--- src/rtl/array_pkg.sv ---
// Shared types and helpers for the systolic-array job scheduler and its skew feeder.
package array_pkg;

   localparam int ARR_N  = 4;
   localparam int ARR_DW = 8;

   typedef enum logic [2:0] {IDLE, FILL, KICK, WLOAD, FEED, DRAIN} sched_state_e;

   // Sample index presented on activation lane i at feed cycle t (diagonal skew).
   function automatic int skew_idx(input int t, input int i);
      return t - i;
   endfunction

endpackage

--- src/rtl/array_skew_feeder.sv ---
// Activation buffer for one job; drives the diagonally skewed activation lanes from the feed counter.
module array_skew_feeder
   import array_pkg::*;
#(
   parameter int  N  = ARR_N,
   parameter int  DW = ARR_DW,
   localparam int TW = $clog2(4*N) + 1,
   localparam int RW = (N > 1) ? $clog2(N) : 1
) (
   input  logic            clk,
   input  logic            rst,
   input  logic            a_we,
   input  logic [RW-1:0]   a_row,
   input  logic [N*DW-1:0] a_data,
   input  logic            feed_en,
   input  logic [TW-1:0]   t,
   output logic [N*DW-1:0] arr_a
);

   logic [N*DW-1:0] a_buf [N];

   always_ff @(posedge clk or negedge rst) begin
      if (!rst) begin
         for (int m = 0; m < N; m++) a_buf[m] <= '0;
      end else if (a_we) begin
         a_buf[a_row] <= a_data;
      end
   end

   // Index is held signed in TW bits so lanes ahead of or behind the wavefront read as zero.
   always_comb begin
      logic signed [TW-1:0] d;
      d     = '0;
      arr_a = '0;
      for (int i = 0; i < N; i++) begin
         d = TW'(skew_idx(int'(t), i));
         if (feed_en && d >= 0 && d <= N - 1)
            arr_a[i*DW +: DW] = a_buf[d[RW-1:0]][i*DW +: DW];
      end
   end

endmodule

--- src/rtl/array_job_scheduler.sv ---
// Sequences one N x N job through the weight-stationary array: buffer W/A, load, feed, capture, stream out.
// Optional perf counters (perf_jobs, perf_stall) are built when ARRAY_SCHED_PERF_EN is defined.
module array_job_scheduler
   import array_pkg::*;
#(
   parameter int N        = ARR_N,
   parameter int DW       = ARR_DW,
   parameter int Y_OFFSET = N
) (
   input  logic            clk,
   input  logic            rst,
   input  logic            in_valid,
   output logic            in_ready,
   input  logic [N*DW-1:0] in_data,
   output logic            res_valid,
   input  logic            res_ready,
   output logic [N*DW-1:0] res_data,
   output logic            res_last,
   input  logic            arr_ready,
   input  logic            arr_done,
   output logic            arr_start,
   output logic [N*DW-1:0] arr_w,
   output logic [N*DW-1:0] arr_a,
   input  logic [N*DW-1:0] arr_y,
   output logic            busy
`ifdef ARRAY_SCHED_PERF_EN
   ,
   output logic [31:0]     perf_jobs,
   output logic [31:0]     perf_stall
`endif
);

   localparam int TW = $clog2(4*N) + 1;
   localparam int RW = (N > 1) ? $clog2(N) : 1;
   localparam int CW = $clog2(2*N) + 1;

   sched_state_e    state_q, state_d;
   logic            run_q;
   logic [CW-1:0]   cnt_q;
   logic [RW-1:0]   c_q;
   logic [TW-1:0]   t_q;
   logic [RW-1:0]   r_q;
   logic [N*DW-1:0] w_buf   [N];
   logic [N*DW-1:0] res_buf [N];
   logic            accept;

   assign accept = in_valid & in_ready;
   assign busy   = (state_q != IDLE);

   // run_q keeps in_ready low while reset is held and for the first cycle after release.
   always_comb begin
      state_d   = state_q;
      in_ready  = 1'b0;
      arr_start = 1'b0;
      arr_w     = '0;
      res_valid = 1'b0;
      res_data  = '0;
      res_last  = 1'b0;
      case (state_q)
         IDLE: begin
            in_ready = run_q;
            if (in_valid && run_q) state_d = FILL;
         end
         FILL: begin
            in_ready = 1'b1;
            if (in_valid && cnt_q == CW'(2*N - 1)) state_d = KICK;
         end
         KICK: begin
            arr_start = arr_ready;
            if (arr_ready) state_d = WLOAD;
         end
         WLOAD: begin
            arr_w = w_buf[RW'(N - 1) - c_q];
            if (c_q == RW'(N - 1)) state_d = FEED;
         end
         FEED: begin
            if (arr_done) state_d = DRAIN;
         end
         DRAIN: begin
            res_valid = 1'b1;
            res_data  = res_buf[r_q];
            res_last  = (r_q == RW'(N - 1));
            if (res_ready && r_q == RW'(N - 1)) state_d = IDLE;
         end
         default: state_d = IDLE;
      endcase
   end

   always_ff @(posedge clk or negedge rst) begin
      if (!rst) begin
         state_q <= IDLE;
         run_q   <= 1'b0;
         cnt_q   <= '0;
         c_q     <= '0;
         t_q     <= '0;
         r_q     <= '0;
         for (int m = 0; m < N; m++) begin
            w_buf[m]   <= '0;
            res_buf[m] <= '0;
         end
      end else begin
         state_q <= state_d;
         run_q   <= 1'b1;
         case (state_q)
            IDLE: if (accept) begin
               w_buf[0] <= in_data;
               cnt_q    <= CW'(1);
            end
            FILL: if (accept) begin
               if (cnt_q < CW'(N)) w_buf[RW'(cnt_q)] <= in_data;
               cnt_q <= (cnt_q == CW'(2*N - 1)) ? '0 : cnt_q + CW'(1);
            end
            KICK: c_q <= '0;
            WLOAD: begin
               c_q <= c_q + RW'(1);
               // Fresh result buffer per job so entries the array never reaches read as zero.
               if (c_q == RW'(N - 1)) begin
                  t_q <= '0;
                  for (int m = 0; m < N; m++) res_buf[m] <= '0;
               end
            end
            FEED: begin
               if (t_q != TW'(4*N - 1)) t_q <= t_q + TW'(1);
               for (int m = 0; m < N; m++)
                  for (int j = 0; j < N; j++)
                     if (t_q == TW'(Y_OFFSET + m + j))
                        res_buf[m][j*DW +: DW] <= arr_y[j*DW +: DW];
               if (arr_done) r_q <= '0;
            end
            DRAIN: if (res_ready) r_q <= r_q + RW'(1);
            default: ;
         endcase
      end
   end

   array_skew_feeder #(.N(N), .DW(DW)) u_feeder (
      .clk     (clk),
      .rst     (rst),
      .a_we    (accept && cnt_q >= CW'(N)),
      .a_row   (RW'(cnt_q - CW'(N))),
      .a_data  (in_data),
      .feed_en (state_q == FEED),
      .t       (t_q),
      .arr_a   (arr_a)
   );

`ifdef ARRAY_SCHED_PERF_EN
   always_ff @(posedge clk or negedge rst) begin
      if (!rst) begin
         perf_jobs  <= '0;
         perf_stall <= '0;
      end else begin
         if (state_q == DRAIN && res_ready && res_last) perf_jobs <= perf_jobs + 32'd1;
         if ((state_q == KICK && !arr_ready) || (state_q == DRAIN && !res_ready))
            perf_stall <= perf_stall + 32'd1;
      end
   end
`endif

endmodule

--- config.mk ---
export PLATFORM = sky130hd
export DESIGN_NAME = array_job_scheduler
export DESIGN_NICKNAME = d
export VERILOG_FILES = /design/src/rtl/array_pkg.sv /design/src/rtl/array_skew_feeder.sv /design/src/rtl/array_job_scheduler.sv
export SDC_FILE = /design/constraint.sdc
export NUM_CORES = 1
export LEC_CHECK = 0
export CAP_MARGIN = 20
export CORE_ASPECT_RATIO = 0.6
export CORE_MARGIN = 5
export CORE_UTILIZATION = 53
export CTS_BUF_LIST = sky130_fd_sc_hd__clkbuf_4 sky130_fd_sc_hd__clkbuf_8
export CTS_CLUSTER_DIAMETER = 40
export DETAILED_ROUTE_END_ITERATION = 8
export PLACE_DENSITY = 0.74
export SLEW_MARGIN = 20
export SYNTH_ARGS = -nofsm -noshare
export SYNTH_HDL_FRONTEND = slang
export SYNTH_HIERARCHICAL = 1
export SYNTH_SLANG_ARGS = --single-unit
--- constraint.sdc ---
create_clock -name clk -period 4.33 [get_ports clk]
set_input_delay 1.0825 -clock clk [delete_from_list [all_inputs] [get_ports clk]]
set_output_delay 1.0825 -clock clk [all_outputs]
set_load 0.01 [all_outputs]
==> metrics.md <==
| Metric | Value |
|---|---|
| Status | `finished clean` |
| Reg clk slew, reported paths | `0.07 ns` |
| Post-CTS Repair Setup Buffers | `0` |
| Die H | `156 um` |
| Slew margin rel. | `28.7%` |
| Worst Max-Slew Pin Slew | `1.07 ns` |
| Top FF cell, synth | `dfrtp_1` |
| DRT Pass-1 Iters | `7` |
| Clock Sinks | `401` |
| Slew Viols, Final | `0` |
| Final setup violation count | `0` |
| Fmax | `238 MHz` |
| Layout cell share with drive strength beyond 1 | `29.8%` |
| Async set-reset flop share out of synthesis | `100%` |
| DRC errors left | `0` |
| Max-cap viol count | `0` |
| GRT overflow | `0` |
| Root buffer cell | `clkbuf_8` |
| Vias per cell | `5.69` |
| Pin count of the biggest net entering global routing | `96` |
| Final WL | `45100 um` |
| Final hold slack | `0.477 ns` |
| Yosys top cell by area | `dfrtp_1` |
| Starting DRT DRC Count | `677` |
| Final hold violation count | `0` |
| Synth cell types | `52` |
| HP Class | `in2async` |
| Total CTS buffers | `58` |
| Sequential area share after synthesis | `53.3%` |
| Hold-fix buffers, CTS | `0` |
| Synth-to-layout area growth | `18.3%` |
| CP max FO | `46` |
| Most Used Layer, Global Route | `met1` |
| PwrDens | `667 mW/mm2` |
| CTS tree | `built` |
| Cells after DPL | `2023` |
| Top post-synthesis cells by area | `dfrtp_1 53%, mux2_2 13%, mux4_2 11%` |
| Top-count cell post-synth | `dfrtp_1` |
| Post-synth top cells | `401 x dfrtp_1, 213 x mux2_2, 205 x nand2_1` |
| Setup crit start kind | `flip-flop` |
| Post-DP HPWL | `28900 um` |
| VDD IR max | `0.307 mV` |
| Critical Path Sink Type | `output pin` |
| Top-Level Pins | `171` |
| GRT met2 Usage | `34.2%` |
| Yosys warnings | `6` |
| H-tree depth | `2` |
| Fin crit share | `97.0%` |
| GP Congestion | `0.772` |
| Die width | `253 um` |
| First-pass GRT wire length | `72500 um` |
| Unrepaired setup endpoints after global routing | `yes` |
| Leakage | `10.2 nW` |
| Die area | `0.0395 mm2` |
| Initial antenna violation count | `2` |
| Synth Register Bits | `401` |
| Synth Instances | `1450` |
| Placed instance area | `0.0210 mm2` |
| Final layout net count | `1706` |
| Synthesized area | `0.0188 mm2` |
| GRT met1 Usage | `35.9%` |
| Clk buf depth | `3` |
| Starting Density | `53.8%` |
| Final Cell Area | `0.0223 mm2` |
| Final ANT Viol Nets | `0` |
| Vias in the first global route | `12700` |
| Routing usage on met3 | `4.82%` |
| # resized after CTS | `1` |
| Post-synth top area share | `53.3%` |
| Final cell count without fillers | `2124` |
| Setup CP Type | `reg2out` |
| Number of port buffers | `170` |
| Std cell rows | `53` |
| Critical path data arrival time | `3.12 ns` |
| Total GRT Usage | `23.2%` |
| Crit path required time | `3.25 ns` |
| Core area | `0.0350 mm2` |
| Drt wl/cell | `21.2 um` |
| Final Skew | `0.0137 ns` |
| Worst-Skew Late Latency | `0.62 ns` |
| Vias after detailed routing | `12100` |
| Synth Net Count | `1540` |
| Mean Syn Cell Area | `13.0 um2` |
| EDFF count, synth | `0` |
| Tmin final | `4.20 ns` |
==> area by class of cell <==
type	instances	area (um2)
clock inverter	7	43.8
sequential	401	10000
clock buffer	93	1170
timing repair buffer	208	2080
inverter	42	158
fill	2667	12700
multi-input combinational	905	8200
tap	467	584
antenna	1	2.50
==> sequential cells by signal (all words and copies together), names as in the netlist <==
register and flops:
c_q 2, cnt_q 4, r_q 2, res_buf 128
run_q 1, state_q 3, t_q 5, u_feeder/a_buf 128
w_buf 128
==> critical path, cell delays in order (launching register included) <==
cell             delay, ns
dfrtp_2               0.42
buf_12                0.22
ha_1                  0.28
nor3b_1               0.33
a41oi_2               0.18
nor4b_1               0.37
clkdlybuf4s50_1       0.67
==> final timing paths <==
kind | startpoint | to | slack, ns | cells after the start
worst min register to register | res_buf[42] | res_buf[42] | 0.48 | 2
worst max-delay path | t_q[0] | arr_a[30] | 0.13 | 6
worst max register to register | state_q[0] | u_feeder/a_buf[114] | 1.17 | 7
max in group asynchronous | rst | res_buf[112] | 2.84 | 2
min in group clk | res_buf[42] | res_buf[42] | 0.48 | 2
worst min-delay path | rst | w_buf[7] | 0.48 | 1
==> where the power goes <==
group / switching [mW] / internal [mW]
Sequential: 0.935 / 5.46
Combinational: 2.36 / 2.97
Clock: 1.43 / 1.70
Total: 4.73 / 10.1
==> cell families after synthesis <==
group | Yosys count | share of synthesized area (%)
AOI/OAI and AO/OA | 167 | 4.84
xor gates and xnor gates | 7 | 0.326
adders and majority gates | 20 | 1.33
buffers and inverters | 144 | 3.67
DFF | 401 | 53.3
muxes | 355 | 27.0
other | 1 | 0.0199
and+or+nand+nor | 355 | 9.47
==> per-layer routing <==
metal,vias up,routed length [um]
li1,5497,-
met1,6272,21600
met2,252,20500
met3,62,2270
met4,0,754
met5,-,0
==> through the flow <==
step	setup slack, ns	setup TNS, ns	total power [mW]	utilization (%)
final	0.131	0	14.9	63.6
after detailed placement	0.599	0	11.8	60.1
after global placement	0.675	0	11.5	60.1
after CTS	0.00377	0	15.0	63.6
after floorplan	0.796	0	10.1	-
after global routing	-0.0430	-0.0786	15.8	63.6
==> layout by cell type (no fill, tap or decap), types with 4 or more instances in the layout <==
cell type / netlist / layout
nor3b_1: 19 / 18
o21ai_0: 138 / 138
nand2_1: 205 / 205
nor2_1: 9 / 9
nor4b_1: 10 / 10
o31ai_1: 4 / 4
buf_12: 0 / 7
clkbuf_8: 0 / 75
mux2i_1: 32 / 32
ha_1: 20 / 19
mux2_4: 14 / 14
nand3_1: 7 / 6
dfrtp_1: 401 / 397
clkdlybuf4s50_1: 0 / 169
inv_1: 42 / 42
clkbuf_4: 0 / 18
buf_4: 1 / 31
nor2b_1: 13 / 12
nand2b_1: 6 / 5
mux2_2: 213 / 213
clkinv_2: 0 / 4
and3_1: 33 / 33
xor2_1: 5 / 5
and2_1: 33 / 33
dfrtp_2: 0 / 4
mux4_2: 96 / 96
a31oi_1: 8 / 4
Note: power is estimated with default switching activity, not from simulation.
